`src/rtl/systolic_pe_ws.sv`:
```
// Weight-stationary systolic PE: registered act (W->E) and psum (N->S) paths,
// double-buffered weight with shift-chain load and travelling swap wave.
module systolic_pe_ws #(
    parameter int ACT_W      = 8,
    parameter int WGT_W      = 8,
    parameter int PSUM_W     = 32,
    parameter int ACT_SIGNED = 0,
    parameter int SATURATE   = 1
) (
    input  logic              clk,
    input  logic              reset_n,
    input  logic [ACT_W-1:0]  act_in,
    input  logic              act_valid_in,
    input  logic [PSUM_W-1:0] psum_in,
    input  logic              psum_valid_in,
    input  logic [WGT_W-1:0]  wgt_in,
    input  logic              wgt_load_in,
    input  logic              wgt_swap_in,
    input  logic              clr_ovf,
    output logic [ACT_W-1:0]  act_out,
    output logic              act_valid_out,
    output logic [PSUM_W-1:0] psum_out,
    output logic              psum_valid_out,
    output logic [WGT_W-1:0]  wgt_out,
    output logic              wgt_load_out,
    output logic              wgt_swap_out,
    output logic              ovf_flag
);
    localparam int PROD_W = ACT_W + WGT_W + 1;

    logic [ACT_W-1:0]  act_q, act_d;
    logic              act_valid_q, act_valid_d;
    logic [PSUM_W-1:0] psum_q, psum_d;
    logic              psum_valid_q, psum_valid_d;
    logic [WGT_W-1:0]  wgt_sh_q, wgt_sh_d;
    logic [WGT_W-1:0]  wgt_act_q, wgt_act_d;
    logic              wgt_load_q, wgt_swap_q;
    logic              ovf_q, ovf_d;

    logic [PROD_W-1:0] a_ext, w_ext, prod;
    logic [PSUM_W-1:0] p_sel;
    logic [PSUM_W:0]   sum;
    logic              ovf;
    logic [PSUM_W-1:0] mac_res;

    // Both operands are pre-extended to the product width so the truncated
    // multiply yields the exact signed product.
    always_comb begin
        if (ACT_SIGNED != 0) a_ext = {{(WGT_W+1){act_in[ACT_W-1]}}, act_in};
        else                 a_ext = {{(WGT_W+1){1'b0}}, act_in};
        w_ext = {{(ACT_W+1){wgt_act_q[WGT_W-1]}}, wgt_act_q};
        prod  = a_ext * w_ext;
        p_sel = psum_valid_in ? psum_in : '0;
        sum   = {p_sel[PSUM_W-1], p_sel} + {{(PSUM_W+1-PROD_W){prod[PROD_W-1]}}, prod};
        ovf   = sum[PSUM_W] != sum[PSUM_W-1];
        mac_res = sum[PSUM_W-1:0];
        if (ovf && SATURATE != 0)
            mac_res = sum[PSUM_W] ? {1'b1, {(PSUM_W-1){1'b0}}} : {1'b0, {(PSUM_W-1){1'b1}}};
    end

    always_comb begin
        act_d        = act_q;
        act_valid_d  = 1'b0;
        psum_d       = psum_q;
        psum_valid_d = 1'b0;
        wgt_sh_d     = wgt_load_in ? wgt_in : wgt_sh_q;
        wgt_act_d    = wgt_swap_in ? wgt_sh_q : wgt_act_q;
        ovf_d        = clr_ovf ? 1'b0 : ovf_q;
        if (act_valid_in) begin
            act_d        = act_in;
            act_valid_d  = 1'b1;
            psum_d       = mac_res;
            psum_valid_d = 1'b1;
            if (ovf) ovf_d = 1'b1;
        end else if (psum_valid_in) begin
            psum_d       = psum_in;
            psum_valid_d = 1'b1;
        end
    end

    always_ff @(posedge clk) begin
        if (!reset_n) begin
            act_q        <= '0;
            act_valid_q  <= 1'b0;
            psum_q       <= '0;
            psum_valid_q <= 1'b0;
            wgt_sh_q     <= '0;
            wgt_act_q    <= '0;
            wgt_load_q   <= 1'b0;
            wgt_swap_q   <= 1'b0;
            ovf_q        <= 1'b0;
        end else begin
            act_q        <= act_d;
            act_valid_q  <= act_valid_d;
            psum_q       <= psum_d;
            psum_valid_q <= psum_valid_d;
            wgt_sh_q     <= wgt_sh_d;
            wgt_act_q    <= wgt_act_d;
            wgt_load_q   <= wgt_load_in;
            wgt_swap_q   <= wgt_swap_in;
            ovf_q        <= ovf_d;
        end
    end

    assign act_out        = act_q;
    assign act_valid_out  = act_valid_q;
    assign psum_out       = psum_q;
    assign psum_valid_out = psum_valid_q;
    assign wgt_out        = wgt_sh_q;
    assign wgt_load_out   = wgt_load_q;
    assign wgt_swap_out   = wgt_swap_q;
    assign ovf_flag       = ovf_q;
endmodule

```
`config.mk`:
```
export PLATFORM = sky130hd
export DESIGN_NAME = systolic_pe_ws
export DESIGN_NICKNAME = d
export VERILOG_FILES = /design/src/rtl/systolic_pe_ws.sv
export SDC_FILE = /design/constraint.sdc
export NUM_CORES = 1
export LEC_CHECK = 0
export CAP_MARGIN = 10
export CORE_MARGIN = 2
export CORE_UTILIZATION = 40
export CTS_CLUSTER_DIAMETER = 60
export CTS_CLUSTER_SIZE = 12
export DETAILED_ROUTE_END_ITERATION = 12
export PLACE_DENSITY_LB_ADDON = 0.12
export SKIP_CTS_REPAIR_TIMING = 1
export SYNTH_ARGS = -nofsm -noshare
export SYNTH_HDL_FRONTEND = slang
export SYNTH_SLANG_ARGS = --single-unit
```
`constraint.sdc`:
```
create_clock -name clk -period 9.8 [get_ports clk]
set_input_delay 0.98 -clock clk [delete_from_list [all_inputs] [get_ports clk]]
set_output_delay 0.98 -clock clk [all_outputs]
set_load 0.03 [all_outputs]
```
[After elaboration in Yosys (flattened, before gate mapping)]
Cells that the tools add are included.
Storage, ports and cells
  output and inout bits: 53
  word-level logic and storage cells: 24
  bits in registers: 61
  input port bits: 55
Operators by class
  muxes and demuxes: 11
  equality and inequality tests: 1
  reduce and logical (&&, ||, !) cells: 1
  multiply operators: 1
  $add $sub $neg: 1
Operator list (count)
  $mux 32: 5
  $add 32x17->33: 1
  $mul 9x8->17: 1
  $mux 1: 6
  $reduce_bool 2->1: 1
  $ne 1x1->1: 1

[Depth between registers and ports, before layout]
  depth in word-level cells: 5
  mapped depth: 21
  depth with buffers taken out: 19

[Least setup slack after synthesis]
No wires, ideal clock.
  path type: input to register
  start: in psum_valid_in
  end: reg psum_q[23], in the netlist psum_out[23]
  data required time: 9.681 ns
  data arrival time: 5.874 ns
  setup slack: 3.808 ns
  setup time: 0.119 ns
  path buffers: 1
  stages: 19
  cell sequence: clkbuf_1 nand2_1 fa_1 inv_1 fa_1 inv_1 fa_1 inv_1 fa_1 fa_1 ha_1 o211ai_1 o211ai_2 a21oi_2 a211o_1 and4_4 nor2_4 maj3_2 o221a_1
On the way
  cells in the longest elaborated chain, start to end: 5
  elaborated cells on any way between the ends: 7
  classes of those cells: add/sub: 1; eq/ne: 1; mux: 4; reduce/logical: 1
RTL lines
  start: declaration: RTL line 15  | input logic psum_valid_in,
  $mux 32: RTL line 53  | p_sel = psum_valid_in ? psum_in : '0;
  $add 32x17->33: RTL line 54  | sum = {p_sel[PSUM_W-1], p_sel} + {{(PSUM_W+1-PROD_W){prod[PROD_W-1]}}, prod};
  $mux 32 / $ne 1x1->1 (equally long branches): RTL line 58, 55
  $mux 32: RTL line 57  | if (ovf && SATURATE != 0)
  $mux 32: RTL line 69  | if (act_valid_in) begin
  end signal: assignment: RTL line 95  | psum_q <= psum_d;
  end: declaration: RTL line 33  | logic [PSUM_W-1:0] psum_q, psum_d;
Several ways; a longest one is shown, not always the timed one.
A chain may end at the register's enable or synchronous reset.

[Worst setup path in the final report]
  start: in act_in[0]
  end: reg psum_q[28], in the netlist psum_out[28]
On the way
  cells in the longest elaborated chain, start to end: 5
  elaborated cells on any way between the ends: 6
  classes of those cells: add/sub: 1; mul: 1; eq/ne: 1; mux: 3
RTL lines
  start: declaration: RTL line 12  | input logic [ACT_W-1:0] act_in,
  $mul 9x8->17 *: RTL line 52  | prod = a_ext * w_ext;
  $add 32x17->33 *: RTL line 54
  $mux 32 / $ne 1x1->1 (equally long branches): RTL line 58, 55
  $mux 32 *: RTL line 57
  $mux 32 *: RTL line 69
Mark *: on every way between the ends. The rest lies on a longest branch, timed or not.

==> impl_summary.txt <==
----------------------------------------------------
[Floorplan]
  Y dimension of the die ... 136.5 um
  Floorplan die width ... about 140 um
  Count of boundary I/O pins ... 108
  Die Outline Area ... between 0.015 and 0.02 sq mm
  Initial core utilization ... 0.4072
  Core footprint ... 0.01724 sq mm
  Number of rows in the core area ... 48

[Timing]
  Unrepaired setup endpoints after global routing ... no
  Final worst path period need ... about 6.8 ns
  Largest clock skew in the final design ... 0.008115 ns
  Setup violators final ... 0
  Worst Max-Slew Pin Slew ... 0.8766 ns
  Period Utilization, post-route ... 0.6899
  Fin worst setup slack ... 3.039 ns
  Count of pins over their slew limit ... 0
  Summed negative setup slack over all endpoints ... 0 ns
  Achievable clock frequency ... 0.1479 GHz
  Normalized max-slew margin ... 0.4120
  Count of final hold-check violations ... 0

[Layout]
  Count of antenna diodes in the layout ... 0
  Fraction of final layout cells with drive strength greater than 1 ... 0.07062
  Area used by sequential logic in the layout ... about 0.0012 sq mm
  Highest-count cells in the layout ignoring fill and taps ... sky130_fd_sc_hd__ha_1, sky130_fd_sc_hd__clkdlybuf4s50_1, sky130_fd_sc_hd__nand2_1, sky130_fd_sc_hd__inv_1, sky130_fd_sc_hd__dfxtp_1
  Finished Layout Cells ... about 1100
  Total area of multi-input combinational cells ... 0.005368 sq mm
  Number of filler instances in the final layout ... 1635
  Finished layout cell area ... roughly 0.0085 sq mm
  Most common cell after layout, fill and taps aside ... sky130_fd_sc_hd__ha_1
  Fin nets ... 1091
  Area Overhead vs Synth ... 21.48%

[Power]
  Max VDD drop ... 74.99 uV
  Internal power summed over all cells ... 0.5740 mW
  Power density normalized to cell area ... approximately 110 mW/mm^2
  Psw ... 0.3278 mW
  Final Power ... 0.9018 mW
  Combinational cell fraction of total power ... 0.352
  Portion of total power attributed to sequential cells ... 0.313
  LEAKAGE ... 4.238 nW
  Net Sw Frac ... 0.3635
  Clock power frac ... 0.335

[Placed design]
  Pre-CTS setup slack ... 2.741 ns
  Final RePlAce weighted congestion ... 0.8575
  Count of buffers inserted at the top-level ports ... between 100 and 150
  Area post-placement ... 0.008249 sq mm
  Cell count after placement ... 1087
  Hpwl dp ... roughly 15000 um

[Synth]
  Distinct cell type count of the synthesized netlist ... 65
  Ys async rst share ... 0
  Synthesized area ... 0.007018 sq mm
  Multiplexer area fraction after synthesis ... 0.03762
  XOR/XNOR share of the synthesized area ... 0.03120
  Sequential area share after synthesis ... 0.1740
  Area share of fa/ha/maj cells after synthesis ... 0.3505
  Post-synth EDFFs ... 0
  Total number of yosys warnings ... 0
  Commonest register cell after synthesis ... sky130_fd_sc_hd__dfxtp_1
  Simple-gate portion of the synthesized area ... 0.1608
  Synthesized flop and latch total ... 61
  Fraction of the mapped netlist area in compound gates ... 0.1847
  Syn nets ... roughly 1000
  Number of instances in the synthesized netlist ... 784
  Largest family of logic cells by synthesized area ... adder cells
  Average cell area after synthesis ... 8.952 sq um

[Setup path]
  Required time of the worst setup path ... between 10 and 15 ns
  CP max stage delay ... approximately 0.59 ns
  CP Cell Sequence ... clkdlybuf4s50_1, nand2b_1, fa_1, fa_1, inv_1, fa_1, fa_1, fa_1, ha_1, o211ai_1, o211ai_2, a21oi_2, a211o_1, a31oi_4, o22ai_4, nand2_1, a221oi_1
  Start-to-end type of the worst setup path ... in2reg
  Maximum fanout along the worst path ... 23
  Library cell contributing the largest single delay on the critical path ... sky130_fd_sc_hd__clkdlybuf4s50_1
  Crit path arrival time ... 7.00 ns
  Most Frequent Cell on Critical Path ... sky130_fd_sc_hd__fa_1
  Category of the worst setup path capture point ... flop
  Minimum setup slack among reg-to-reg paths ... 3.75 ns
  Category of the worst setup path launch point ... input port

[GRT]
  Gr ovfl total ... 0
  Via count of the first global-routing pass ... 6234
  Pin count of the biggest net entering global routing ... between 40 and 50
  Gr usage total ... 0.2148
  Wire length of the first global-routing pass ... 31510 um
  Antenna violations before repair ... 0

[Drt]
  Final wirelength ... between 15000 and 20000 um
  Number of violations reported at the end of detailed-routing iteration 0 ... 200
  Drt drc ... 0
  Average routed wire per standard cell ... 17.15 um
  Via density per instance ... around 5.4
  Routed Antenna Nets ... 0
  Drt pass-1 iters ... 4
  Routed via count ... 5931

[Run status]
  Status ... completed

[CTS]
  Number of buffers between clock root and the deepest sink ... 2
  Total number of clock tree sinks ... 61
  Root buffer selected by CTS ... sky130_fd_sc_hd__clkbuf_16
  CTS tree ... done
  Clock-pin slew on the worst setup and hold paths ... 0.06 ns
  Insertion delay of the later-clocked pin in the worst-skew pair ... approximately 0.34 ns
  Number of H-tree levels ... 3
  Number of buffers added by the clock tree synthesis step ... 9

[Hold path]
  Path category of the worst min-delay check ... reg2reg

[Flow run]
  Max cap viols ... 0

----------------------------------------------------
through the flow:
| step | utilization | hold slack, ns |
|---|---|---|
| 2_1_floorplan | - | 0.5440 |
| 3_3_place_gp | 0.4786 | 0.4823 |
| 3_5_place_dp | 0.4786 | 0.4856 |
| 4_1_cts | 0.4946 | 0.5008 |
| 5_1_grt | 0.4946 | 0.5267 |
| 6_report | 0.4946 | 0.5009 |
flip-flops by register name (all words and copies together) (netlist names):
name	cells
wgt_load_out	1
wgt_act_q	8
wgt_swap_out	1
ovf_flag	1
psum_out	32
act_valid_out	1
wgt_out	8
psum_valid_out	1
act_out	8
metal layers:
metal	part of all wire	track usage	up-vias
li1	-	-	2899
met1	0.44	0.2717	2904
met2	0.50	0.3816	104
met3	0.029	0.02796	24
met4	0.024	0.06134	0
met5	0	0	-
kinds of logic after synthesis:
kind of cell               after synthesis
muxes                                   26
AOI/OAI and AO/OA                      169
buffers and inverters                  105
and+or+nand+nor                        233
xor gates and xnor gates                25
adders and majority gates              165
DFF                                     61
cell type report:
cell class	instances	area share
Clock buffer	9	0.02642
Sequential cell	61	0.1432
Multi-Input combinational cell	618	0.6296
Inverter	70	0.03082
Clock inverter	7	0.006017
Timing Repair Buffer	113	0.1309
Tap cell	225	0.03302
critical path, delay by kind of cell:
kind	cells	cell delay, ns
fa+ha+maj	6	3.00
compound gates	7	1.99
buf+inv	2	0.65
simple gates	2	0.37
synth_stat cells, types with 4 or more instances:
cell type	n	area, sq um
sky130_fd_sc_hd__nor2b_1	5	31.28
sky130_fd_sc_hd__nand3_1	8	40.04
sky130_fd_sc_hd__fa_1	53	1061
sky130_fd_sc_hd__and2_1	54	337.8
sky130_fd_sc_hd__a211oi_1	4	30.03
sky130_fd_sc_hd__o211ai_1	4	30.03
sky130_fd_sc_hd__ha_1	110	1376
sky130_fd_sc_hd__inv_1	67	251.5
sky130_fd_sc_hd__nand2_1	85	319.1
sky130_fd_sc_hd__a21oi_1	52	260.3
sky130_fd_sc_hd__a221oi_2	20	300.3
sky130_fd_sc_hd__xnor2_1	12	105.1
sky130_fd_sc_hd__clkbuf_1	22	82.58
sky130_fd_sc_hd__xor2_1	13	113.9
sky130_fd_sc_hd__a31oi_1	4	25.02
sky130_fd_sc_hd__o21a_1	7	52.55
sky130_fd_sc_hd__dfxtp_1	61	1221
sky130_fd_sc_hd__nor3_1	6	30.03
sky130_fd_sc_hd__o21ai_0	23	115.1
sky130_fd_sc_hd__nand4_1	4	25.02
sky130_fd_sc_hd__mux2i_1	25	250.2
sky130_fd_sc_hd__nor2_1	51	191.4
sky130_fd_sc_hd__o31ai_1	5	37.54
sky130_fd_sc_hd__a21o_1	18	135.1
sky130_fd_sc_hd__buf_2	6	30.03
final timing paths:
path | start | to | cells past startpoint
worst max-delay path | act_in[0] | psum_out[28] | 17
worst min-delay path | act_out[2] | act_out[2] | 2
worst max register to register | wgt_act_q[7] | psum_out[28] | 17
worst min register to register | act_out[2] | act_out[2] | 2
power by group through the flow:
stage | Sequential (mW) | Clock [mW] | Combinational [mW]
6_report | 0.282 | 0.302 | 0.317
5_1_grt | 0.285 | 0.319 | 0.351
4_1_cts | 0.282 | 0.307 | 0.321
3_5_place_dp | 0.288 | 0 | 0.318
3_3_place_gp | 0.288 | 0 | 0.314
2_1_floorplan | 0.321 | 0 | 0.172
Note: power is estimated with default switching activity, not from simulation.
